## src/rtl/l2_port_arbiter_pkg.sv

```systemverilog
// Shared types and sizing constants for the L2 bank port arbiter.
// Defaults describe a 4-requester bank with 16 MSHRs.
package l2_port_arbiter_pkg;

    localparam int unsigned L2_PORTS        = 4;
    localparam int unsigned ADDR_BITS       = 34;
    localparam int unsigned L2_DATA_W       = 32;
    localparam int unsigned LOG_N_MSHR      = 4;
    localparam int unsigned L2_MAX_OUTSTAND = 1 << LOG_N_MSHR;

    // Port id width, kept at least one bit so a single-port build still elaborates.
    function automatic int unsigned id_width(input int unsigned n);
        return (n > 1) ? $clog2(n) : 1;
    endfunction

    localparam int unsigned PORT_ID_W = id_width(L2_PORTS);

    typedef logic [PORT_ID_W-1:0] l2_port_id_t;

    typedef struct packed {
        logic [ADDR_BITS-1:0] addr;
        logic                 wr;
        logic [L2_DATA_W-1:0] wdata;
        l2_port_id_t          port;
    } l2_req_t;

endpackage

```

## src/rtl/l2_port_arbiter_if.sv

```systemverilog
// Requester, bank-request and bank-response bundle around one L2 bank arbiter.
// The slave modport is the arbiter's view; master is the surrounding tile.
interface l2_port_arbiter_if
    import l2_port_arbiter_pkg::*;
#(
    parameter int unsigned N_PORTS = L2_PORTS,
    parameter int unsigned ADDR_W  = ADDR_BITS,
    parameter int unsigned DATA_W  = L2_DATA_W
) ();
    localparam int unsigned ID_W = id_width(N_PORTS);

    logic [N_PORTS-1:0]             req_valid;
    logic [N_PORTS-1:0]             req_ready;
    logic [N_PORTS-1:0][ADDR_W-1:0] req_addr;
    logic [N_PORTS-1:0]             req_wr;
    logic [N_PORTS-1:0][DATA_W-1:0] req_wdata;

    logic                           l2_valid;
    logic                           l2_ready;
    logic [ADDR_W-1:0]              l2_addr;
    logic                           l2_wr;
    logic [DATA_W-1:0]              l2_wdata;
    logic [ID_W-1:0]                l2_port;

    logic                           l2_resp_valid;
    logic [ID_W-1:0]                l2_resp_port;
    logic [DATA_W-1:0]              l2_resp_data;
    logic [N_PORTS-1:0]             resp_valid;
    logic [DATA_W-1:0]              resp_data;

    modport slave (
        input  req_valid, req_addr, req_wr, req_wdata, l2_ready,
               l2_resp_valid, l2_resp_port, l2_resp_data,
        output req_ready, l2_valid, l2_addr, l2_wr, l2_wdata, l2_port,
               resp_valid, resp_data
    );

    modport master (
        output req_valid, req_addr, req_wr, req_wdata, l2_ready,
               l2_resp_valid, l2_resp_port, l2_resp_data,
        input  req_ready, l2_valid, l2_addr, l2_wr, l2_wdata, l2_port,
               resp_valid, resp_data
    );

endinterface

```

## src/rtl/l2_port_arbiter_rr_pick.sv

```systemverilog
// Combinational round-robin pick: first requester at or after ptr, wrapping.
module l2_port_arbiter_rr_pick #(
    parameter int unsigned N    = 4,
    parameter int unsigned ID_W = 2
) (
    input  logic [N-1:0]    req,
    input  logic [ID_W-1:0] ptr,
    output logic [N-1:0]    gnt,
    output logic [ID_W-1:0] gnt_idx,
    output logic            valid
);

    logic [ID_W-1:0] idx;

    always_comb begin
        gnt     = '0;
        gnt_idx = '0;
        valid   = 1'b0;
        idx     = '0;
        for (int unsigned i = 0; i < N; i++) begin
            idx = ID_W'((32'(ptr) + i) % N);
            if (!valid && req[idx]) begin
                valid    = 1'b1;
                gnt[idx] = 1'b1;
                gnt_idx  = idx;
            end
        end
    end

endmodule

```

## src/rtl/l2_port_arbiter.sv

```systemverilog
// Round-robin arbiter sharing one L2 bank among N_PORTS requesters, with a registered
// request stage, MSHR-sized credit limit and registered response demux.
module l2_port_arbiter
    import l2_port_arbiter_pkg::*;
#(
    parameter int unsigned N_PORTS      = L2_PORTS,
    parameter int unsigned ADDR_W       = ADDR_BITS,
    parameter int unsigned DATA_W       = L2_DATA_W,
    parameter int unsigned MAX_OUTSTAND = L2_MAX_OUTSTAND,
    localparam int unsigned CNT_W       = $clog2(MAX_OUTSTAND + 1),
    localparam int unsigned ID_W        = id_width(N_PORTS)
) (
    input  logic                 clk,
    input  logic                 rstn,
    l2_port_arbiter_if.slave     bus,
    output logic [CNT_W-1:0]     outstanding,
    output logic                 err_underflow
);

    logic [ID_W-1:0]    ptr_q, ptr_d;
    logic               l2_valid_q, l2_valid_d;
    logic [ADDR_W-1:0]  l2_addr_q, l2_addr_d;
    logic               l2_wr_q, l2_wr_d;
    logic [DATA_W-1:0]  l2_wdata_q, l2_wdata_d;
    logic [ID_W-1:0]    l2_port_q, l2_port_d;
    logic [CNT_W-1:0]   cnt_q, cnt_d;
    logic               err_q, err_d;
    logic [N_PORTS-1:0] resp_valid_q, resp_valid_d;
    logic [DATA_W-1:0]  resp_data_q, resp_data_d;

    logic [N_PORTS-1:0] gnt;
    logic [ID_W-1:0]    gnt_idx;
    logic               pick_valid;
    logic               resp;
    logic               resp_port_ok;
    logic               out_free;
    logic               credit_ok;
    logic               accept;

    l2_port_arbiter_rr_pick #(
        .N    (N_PORTS),
        .ID_W (ID_W)
    ) u_rr_pick (
        .req     (bus.req_valid),
        .ptr     (ptr_q),
        .gnt     (gnt),
        .gnt_idx (gnt_idx),
        .valid   (pick_valid)
    );

    assign resp         = bus.l2_resp_valid;
    assign resp_port_ok = 32'(bus.l2_resp_port) < N_PORTS;
    assign out_free     = !l2_valid_q || bus.l2_ready;
    // A request held in the output register was counted at accept, so cnt_q alone is the load.
    assign credit_ok    = (cnt_q < CNT_W'(MAX_OUTSTAND)) || resp;
    assign accept       = rstn && out_free && credit_ok && pick_valid;
    assign bus.req_ready = accept ? gnt : '0;

    always_comb begin
        ptr_d        = ptr_q;
        l2_valid_d   = l2_valid_q;
        l2_addr_d    = l2_addr_q;
        l2_wr_d      = l2_wr_q;
        l2_wdata_d   = l2_wdata_q;
        l2_port_d    = l2_port_q;
        cnt_d        = cnt_q;
        err_d        = err_q | (resp && (cnt_q == '0 || !resp_port_ok));
        resp_valid_d = '0;
        resp_data_d  = resp_data_q;

        if (accept) begin
            l2_valid_d = 1'b1;
            l2_addr_d  = bus.req_addr[gnt_idx];
            l2_wr_d    = bus.req_wr[gnt_idx];
            l2_wdata_d = bus.req_wdata[gnt_idx];
            l2_port_d  = gnt_idx;
            ptr_d      = (32'(gnt_idx) == N_PORTS - 1) ? '0 : gnt_idx + 1'b1;
        end else if (bus.l2_ready) begin
            l2_valid_d = 1'b0;
        end

        if (accept && !resp) begin
            cnt_d = cnt_q + 1'b1;
        end else if (!accept && resp && cnt_q != '0) begin
            cnt_d = cnt_q - 1'b1;
        end

        if (resp) begin
            resp_data_d = bus.l2_resp_data;
            if (resp_port_ok) begin
                resp_valid_d[bus.l2_resp_port] = 1'b1;
            end
        end
    end

    always_ff @(posedge clk) begin
        if (!rstn) begin
            ptr_q        <= '0;
            l2_valid_q   <= 1'b0;
            l2_addr_q    <= '0;
            l2_wr_q      <= 1'b0;
            l2_wdata_q   <= '0;
            l2_port_q    <= '0;
            cnt_q        <= '0;
            err_q        <= 1'b0;
            resp_valid_q <= '0;
            resp_data_q  <= '0;
        end else begin
            ptr_q        <= ptr_d;
            l2_valid_q   <= l2_valid_d;
            l2_addr_q    <= l2_addr_d;
            l2_wr_q      <= l2_wr_d;
            l2_wdata_q   <= l2_wdata_d;
            l2_port_q    <= l2_port_d;
            cnt_q        <= cnt_d;
            err_q        <= err_d;
            resp_valid_q <= resp_valid_d;
            resp_data_q  <= resp_data_d;
        end
    end

    assign bus.l2_valid   = l2_valid_q;
    assign bus.l2_addr    = l2_addr_q;
    assign bus.l2_wr      = l2_wr_q;
    assign bus.l2_wdata   = l2_wdata_q;
    assign bus.l2_port    = l2_port_q;
    assign bus.resp_valid = resp_valid_q;
    assign bus.resp_data  = resp_data_q;
    assign outstanding    = cnt_q;
    assign err_underflow  = err_q;

endmodule

```

## src/flat_wrapper.sv

```systemverilog
// flat-port wrapper written by rule: the top's interface ports become plain ports
module l2_port_arbiter_flat import l2_port_arbiter_pkg::*;
#(
    parameter int unsigned N_PORTS      = L2_PORTS,
    parameter int unsigned ADDR_W       = ADDR_BITS,
    parameter int unsigned DATA_W       = L2_DATA_W,
    parameter int unsigned MAX_OUTSTAND = L2_MAX_OUTSTAND,
    localparam int unsigned CNT_W       = $clog2(MAX_OUTSTAND + 1),
    localparam int unsigned ID_W        = id_width(N_PORTS)
)
  (clk, rstn, outstanding, err_underflow, bus_req_valid, bus_req_addr, bus_req_wr, bus_req_wdata, bus_l2_ready, bus_l2_resp_valid, bus_l2_resp_port, bus_l2_resp_data, bus_req_ready, bus_l2_valid, bus_l2_addr, bus_l2_wr, bus_l2_wdata, bus_l2_port, bus_resp_valid, bus_resp_data);
  l2_port_arbiter_if #(.N_PORTS(N_PORTS), .ADDR_W(ADDR_W), .DATA_W(DATA_W)) bus_i ();
  input  logic clk;
  input  logic rstn;
  output logic [CNT_W-1:0] outstanding;
  output logic err_underflow;
  input wire logic [$bits(bus_i.req_valid)-1:0] bus_req_valid;
  input wire logic [$bits(bus_i.req_addr)-1:0] bus_req_addr;
  input wire logic [$bits(bus_i.req_wr)-1:0] bus_req_wr;
  input wire logic [$bits(bus_i.req_wdata)-1:0] bus_req_wdata;
  input wire logic [$bits(bus_i.l2_ready)-1:0] bus_l2_ready;
  input wire logic [$bits(bus_i.l2_resp_valid)-1:0] bus_l2_resp_valid;
  input wire logic [$bits(bus_i.l2_resp_port)-1:0] bus_l2_resp_port;
  input wire logic [$bits(bus_i.l2_resp_data)-1:0] bus_l2_resp_data;
  output wire logic [$bits(bus_i.req_ready)-1:0] bus_req_ready;
  output wire logic [$bits(bus_i.l2_valid)-1:0] bus_l2_valid;
  output wire logic [$bits(bus_i.l2_addr)-1:0] bus_l2_addr;
  output wire logic [$bits(bus_i.l2_wr)-1:0] bus_l2_wr;
  output wire logic [$bits(bus_i.l2_wdata)-1:0] bus_l2_wdata;
  output wire logic [$bits(bus_i.l2_port)-1:0] bus_l2_port;
  output wire logic [$bits(bus_i.resp_valid)-1:0] bus_resp_valid;
  output wire logic [$bits(bus_i.resp_data)-1:0] bus_resp_data;
  assign bus_i.req_valid = bus_req_valid;
  assign bus_i.req_addr = bus_req_addr;
  assign bus_i.req_wr = bus_req_wr;
  assign bus_i.req_wdata = bus_req_wdata;
  assign bus_i.l2_ready = bus_l2_ready;
  assign bus_i.l2_resp_valid = bus_l2_resp_valid;
  assign bus_i.l2_resp_port = bus_l2_resp_port;
  assign bus_i.l2_resp_data = bus_l2_resp_data;
  assign bus_req_ready = bus_i.req_ready;
  assign bus_l2_valid = bus_i.l2_valid;
  assign bus_l2_addr = bus_i.l2_addr;
  assign bus_l2_wr = bus_i.l2_wr;
  assign bus_l2_wdata = bus_i.l2_wdata;
  assign bus_l2_port = bus_i.l2_port;
  assign bus_resp_valid = bus_i.resp_valid;
  assign bus_resp_data = bus_i.resp_data;
  l2_port_arbiter #(.N_PORTS(N_PORTS), .ADDR_W(ADDR_W), .DATA_W(DATA_W), .MAX_OUTSTAND(MAX_OUTSTAND)) u_core (.clk(clk), .rstn(rstn), .bus(bus_i), .outstanding(outstanding), .err_underflow(err_underflow));
endmodule
```

## config.mk

```make
export PLATFORM = sky130hd
export DESIGN_NAME = l2_port_arbiter_flat
export DESIGN_NICKNAME = d
export VERILOG_FILES = /design/src/rtl/l2_port_arbiter_pkg.sv /design/src/rtl/l2_port_arbiter_if.sv /design/src/rtl/l2_port_arbiter_rr_pick.sv /design/src/rtl/l2_port_arbiter.sv /design/src/flat_wrapper.sv
export SDC_FILE = /design/constraint.sdc
export NUM_CORES = 1
export LEC_CHECK = 0
export ABC_CLOCK_PERIOD_IN_PS = 3430
export CORE_AREA = 2 2 166 168
export DETAILED_ROUTE_END_ITERATION = 10
export DIE_AREA = 0 0 168 170
export DONT_BUFFER_PORTS = 1
export HOLD_SLACK_MARGIN = 0.12
export PLACE_DENSITY = 0.38
export SLEW_MARGIN = 20
export SYNTH_ARGS = -nofsm -noshare
export SYNTH_HDL_FRONTEND = slang
export SYNTH_SLANG_ARGS = --single-unit
```

## constraint.sdc

```tcl
create_clock -name clk -period 3.43 [get_ports clk]
set_input_delay 0.686 -clock clk [delete_from_list [all_inputs] [get_ports clk]]
set_output_delay 0.686 -clock clk [all_outputs]
set_load 0.01 [all_outputs]
```

==> results by group <==
Outcome
  • Status: completed

Min path
  • Worst Hold Class: input pin to flop
  • Depth of the worst hold-timing path: 1

Synthesis
  • Synthesized area: around 6600 um2
  • Count leader, synth: dfxtp_1
  • Post-Syn Area per Cell: roughly 8.5 um2
  • Asr flop ratio synth: 0%
  • Synth cell count leaders: dfxtp_1 (114), mux2i_1 (101), nand2_1 (75), o21ai_0 (74)
  • Register area share after synthesis: 34.7%
  • Synth Instances: a little under 800
  • Number of flops mapped to enable cells by yosys: 0
  • Synth Register Bits: approximately 110
  • Share of the synthesized area in the top cell type: between 30% and 40%
  • Syn_nets: ~1100
  • Area contributors post-synth: dfxtp_1 (35%), mux2i_1 (15%), a21o_1 (7.9%), o211ai_1 (7.0%), o21ai_0 (5.6%)
  • Area leader, netlist: dfxtp_1
  • Synth Flop Type: dfxtp_1
  • Synth cell types: 43
  • Yosys Warn Count: 0

Final layout
  • Ant diodes: 0
  • Area Growth Syn to Fin: 14.4%
  • Final nets: ~1100
  • Share of layout cells above drive strength 1: between 10% and 20%

CTS
  • Clk root buf: clkbuf_16
  • Cts hold-fix bufs: 0
  • Worst-skew pair later-pin latency: between 400 and 500 ps
  • Clock Sink Count: roughly 110
  • # H-tree levels: 4
  • Clk buf depth: 2
  • Post-CTS Setup Inserts: 0
  • CTS tree: done
  • TritonCTS Buffers: 17
  • Worst-path clk slew: approximately 60 ps

Pwr
  • LEAKAGE: 2.88 nW
  • Combinational power share: 48.8%
  • Pwr dens: approximately 1000 nW/um2
  • Max VDD drop: 518 uV
  • Clk pwr share: 23.0%
  • Switching share of total power: 45.2%
  • Internal: roughly 4.3 mW
  • Net Switching: ~3.5 mW
  • Flop pwr share: between 20% and 30%

Critical path
  • Critical Path Start Type: flop
  • Crit Path Category: flop to primary output
  • Crit end category: primary output
  • Critical path depth in cells: 6
  • CP Max Fanout: 10
  • Crit-path slowest cell: or4_4
  • Worst Path Buf+Inv: 1
  • CP arrival: about 2600 ps
  • Crit path cell chain: inv_1 -> ha_1 -> mux4_2 -> or4_4 -> nand2_4 -> nor2_1
  • Worst reg-to-reg path cell count: 12
  • Delay-heaviest family, CP: simple AND/OR/NAND/NOR gates
  • Worst EP required: roughly 2700 ps
  • Slowest stage delay, CP: around 580 ps

Floorplanning
  • Placeable Area: between 20000 and 30000 um2
  • Die Span X: ~170 um
  • Die area: between 20000 and 30000 um2
  • Die height: approximately 170 um
  • Row count: 60
  • Initial core utilization: approximately a quarter
  • IO Count: 426

Timing
  • TNS Setup: 0 ps
  • Crit path time final: 3250 ps
  • Worst Max-Slew Pin Slew: a little over 900 ps
  • Relative slew margins: 39.2%
  • Hold Fails Final Rpt: 0
  • Achievable frequency: slightly above 0.3 GHz
  • Final Max Tran Viols: 0
  • Final setup vio count: 0
  • Final period util: between 90% and 100%
  • RSZ-0062 raised after global routing: false
  • Worst-case clock skew: about 10 ps
  • Hold slack: between 300 and 400 ps

GRT
  • Antenna violations before repair: 0
  • Vias in the first global route: roughly 5800
  • Largest net degree at the start of global routing: a little under 70
  • Gr usage total: between 10% and 20%
  • Gr ovfl total: 0
  • First-pass GRT wire length: 35800 um

Routing
  • Pre-antenna DRT Iters: 5
  • Vias per cell: 5.23
  • Drt drc: 0
  • Total Routed Length: approximately 25000 um
  • DRT iter0 DRCs: approximately 330
  • Drt wl/cell: 22.5 um
  • Via Count: 5726
  • Final ANT Viol Nets: 0

Job
  • # Max-Cap Violations: 0

Placement
  • Post-DP HPWL: between 15000 and 20000 um
  • IO buf count: 0
  • Gp weighted congestion: about 0.80
-- worst paths after layout --
check	start	slack [ps]	to
max	u_core.ptr_q[1]	180	bus_req_ready[0]
min	bus_l2_resp_port[1]	340	u_core.bus.resp_valid[1]
max reg2reg	u_core.ptr_q[1]	270	u_core.outstanding[4]
min reg2reg	u_core.bus.l2_addr[12]	530	u_core.bus.l2_addr[12]
-- logic make-up after synthesis --
family / Yosys count / share of synthesized area, %
xor gates and xnor gates: 6 / 0.799
DFF: 114 / 34.7
muxes: 105 / 16.7
AOI/OAI and AO/OA: 234 / 24.5
adders and majority gates: 12 / 2.40
and+or+nand+nor: 223 / 15.1
buffers and inverters: 77 / 5.80
-- registers in the layout (all words and copies together) (netlist names), named ones only --
register / cells
u_core.bus.l2_valid: 1
u_core.ptr_q: 1
u_core.bus.resp_valid: 4
u_core.bus.resp_data: 32
u_core.bus.l2_addr: 34
u_core.bus.l2_wdata: 32
u_core.outstanding: 5
u_core.bus.l2_port: 2
u_core.bus.l2_wr: 1
u_core.err_underflow: 1
-- power by group through the flow --
stage                     logic [mW]  clock network, mW  registers, mW
after floorplan                 2.93                  0           2.10
after global placement          3.86                  0           2.26
after detailed placement        3.85                  0           2.24
after CTS                       3.87               1.87           2.22
after global routing            4.23               1.93           2.25
final                           3.83               1.81           2.20
-- timing repair --
| item | CTS | global route |
|---|---|---|
| resized for setup | 2 | 2 |
| setup endpoints to repair | 1 | 2 |
| pin swaps | 0 | 0 |
-- cells in the final DEF (no fill, tap or decap), drive strengths merged, types with 7 or more instances in the layout --
cell type / n
o211ai: 69
a21o: 69
ha: 11
inv: 14
buf: 21
nor3: 7
mux2i: 101
nand3: 69
o21ai: 76
clkbuf: 17
dfxtp: 114
nand2: 76
nor2: 55
-- cell type report --
class                      count  area (um2)
sequential                   114        2280
timing repair buffer          21         233
fill                        2912       19100
tap                          341         427
clock inverter                15         161
inverter                       6        22.5
clock buffer                  17         425
multi-input combinational    580        3980
-- stage by stage --
stage / cell area [um2] / setup slack (ps) / power, mW / cells / utilization, %
3_3_place_gp: 6920 / 347 / 6.12 / 1062 / 26.0
2_1_floorplan: 6580 / 147 / 5.03 / 771 / -
3_5_place_dp: 6920 / 273 / 6.10 / 1062 / 26.0
4_1_cts: 7520 / 55.6 / 7.96 / 1094 / 28.2
5_1_grt: 7530 / 29.8 / 8.40 / 1094 / 28.3
6_report: 7530 / 175 / 7.83 / 1094 / 28.3
-- routing by layer --
metal | up-vias | share of wire, % | track usage [%]
li1 | 2739 | - | -
met1 | 2689 | 40 | 18.6
met2 | 283 | 50 | 30.1
met3 | 15 | 8.5 | 5.33
met4 | 0 | 1.4 | 4.91
met5 | - | 0 | 0
Power figures use the tool's default switching activity.
==> RTL change: new RTL, same flow settings <==
Take the reset off `l2_addr_q`, `l2_wdata_q` and `resp_data_q` and load them in a clocked block of their own.
--- a/src/rtl/l2_port_arbiter.sv
+++ b/src/rtl/l2_port_arbiter.sv
@@ -97,26 +97,26 @@
         if (!rstn) begin
             ptr_q        <= '0;
             l2_valid_q   <= 1'b0;
-            l2_addr_q    <= '0;
             l2_wr_q      <= 1'b0;
-            l2_wdata_q   <= '0;
             l2_port_q    <= '0;
             cnt_q        <= '0;
             err_q        <= 1'b0;
             resp_valid_q <= '0;
-            resp_data_q  <= '0;
         end else begin
             ptr_q        <= ptr_d;
             l2_valid_q   <= l2_valid_d;
-            l2_addr_q    <= l2_addr_d;
             l2_wr_q      <= l2_wr_d;
-            l2_wdata_q   <= l2_wdata_d;
             l2_port_q    <= l2_port_d;
             cnt_q        <= cnt_d;
             err_q        <= err_d;
             resp_valid_q <= resp_valid_d;
-            resp_data_q  <= resp_data_d;
         end
+    end
+
+    always_ff @(posedge clk) begin
+        l2_addr_q   <= l2_addr_d;
+        l2_wdata_q  <= l2_wdata_d;
+        resp_data_q <= resp_data_d;
     end
 
     assign bus.l2_valid   = l2_valid_q;
Formal check against the unedited RTL: not equivalent (a bounded check fails within 4 cycles, from zero or initial values and one cycle with rstn low).
==> RTL change against the unedited design <==
Global-route usage shrank 3.4 points; die area is the same; largest cell class is now flip-flops and latches; area after synthesis shrank 6.0%; clock skew grew 1.5 ps; first-iteration DRC count grew 4.0%; worst setup slack gained 40 ps; register-to-register slack gained 70 ps; core utilization shrank 1.3 points; power shrank 2.3%; wire length shrank 16%; highest routed layer unchanged; clock power shrank 10%; sequential cell count is the same; design area shrank 4.7%.
==> RTL change: results (changes against the unedited design) <==
Post-synth EDFFs -> 98 (+98)
Final-layout fill cell count -> 2786 (-4.3%)
Count of final hold-check violations -> 0 (unchanged)
Post-synth ARST share -> 0 (unchanged)
Vias in the first global route -> 4457 (-23%)
WL per Instance -> 21.7 µm (-3.6%)
Post-Route M1 WL -> 7.70 mm (-22%)
Main synth FF type -> edfxtp_1
Part of the power in registers -> 0.374 (+0.093)
Met1 Use GR -> 0.147 (-0.0394)
Outcome -> complete, no violations
Library cells used by synthesis -> 44 (+2.3%)
Post-synthesis sequential area ratio -> 0.528 (+0.181)
Static Leakage -> 2.38 nW (-17%)
VDD IR max -> 0.435 mV (-16%)
Slew headroom -> 0.296 (-0.0963)
Largest net degree at the start of global routing -> 136 (+100%)
Met2 WL -> 10.6 mm (-14%)
Layout cells sized above 1 -> 0.114 (+0.00743)
Xor/xnor share of the synthesized area -> 0.00708 (-0.000903)
Mapped Nets -> 930 (-15%)
GPL Wtd Cong -> 0.906 (+13%)
Switching Fraction -> 0.424 (-0.0280)
GRT Resource Usage Total -> 0.132 (-0.0338)
Mapped Cells -> 608 (-21%)
Post-CTS Resized -> 2 (unchanged)
Worst Path Arrival -> 2530 ps (-40 ps)
Max FO, Critical Path -> 8 (-2)
Vias per inst -> 5.10 (-2.6%)
GR Layer Usage met3 -> 0.0453 (-0.00791)
Drt initial violations -> 338 (+4.0%)
Slowest CP cell -> dfxtp_1
Routing usage on met2 -> 0.225 (-0.0760)
Leading cell types by count after synthesis -> nand2_1 (143), edfxtp_1 (98), a211oi_1 (68), a31oi_1 (68), and2_1 (67)
Clock network fraction of design power -> 0.212 (-0.018)
Complex-gate fraction of the synthesized area -> 0.189 (-0.0564)
First-pass GRT wire length -> 27.9 mm (-22%)
Post-Synth Adder-Cell Area -> 0.0255 (+0.00154)
WL final -> 20.7 mm (-16%)
Worst Skew -> 12.0 ps (+1.52 ps)
Dpl cells -> 916 (-14%)
Initial antenna violation count -> 4 (+4)
Placed wire-length estimate -> 15.8 mm (-11%)
Delay of the slowest critical-path stage -> 440 ps (-140 ps)
## RTL change: cell types whose count changed after synthesis, moves of 68 or more
cell / change
a211oi_1: +68
nand2_1: +68
a31oi_1: +68
o21ai_0: -69
dfxtp_1: -98
edfxtp_1: +98
mux2i_1: -100
## RTL change: through the flow
step                setup WS (ps)  hold slack (ps)  power (W)  cell area (µm²)
floorplan                    22.3              505    0.00511             6230
CTS                          44.2              320    0.00777             7150
global placement              331              529    0.00602             6600
global route                 41.4              314    0.00818             7180
detailed placement            223              545    0.00610             6600
finish                        215              345    0.00766             7180
## RTL change: final cells by class
| type | instances | share of cell area |
|---|---|---|
| diodes | 4 | 0.00139 |
| clock inverters | 15 | 0.0155 |
| clock buffers | 17 | 0.0593 |
| inverters | 4 | 0.00261 |
| well taps | 341 | 0.0594 |
| flip-flops and latches | 114 | 0.455 |
| repair buffers | 15 | 0.0227 |
| multi-input cells | 442 | 0.384 |
## RTL change: worst paths after layout
check | end | slack, ps | startpoint | cells past startpoint
worst max-delay path | bus_req_ready[2] | 220 | u_core.ptr_q[1]$_SDFFE_PN0P_ | 8
worst min-delay path | u_core.bus.resp_valid[2]$_SDFF_PN0_ | 350 | bus_l2_resp_port[0] | 1
worst max register to register | u_core.outstanding[4]$_SDFFE_PN0P_ | 340 | u_core.ptr_q[1]$_SDFFE_PN0P_ | 13
worst min register to register | u_core.err_underflow$_SDFF_PN0_ | 550 | u_core.err_underflow$_SDFF_PN0_ | 2
## RTL change: kinds of logic after synthesis
| family | count (synthesis) |
|---|---|
| simple gates | 252 |
| compound gates | 166 |
| flops | 114 |
| buf+inv | 52 |
| fa+ha+maj | 12 |
| mux | 7 |
| xor+xnor | 5 |
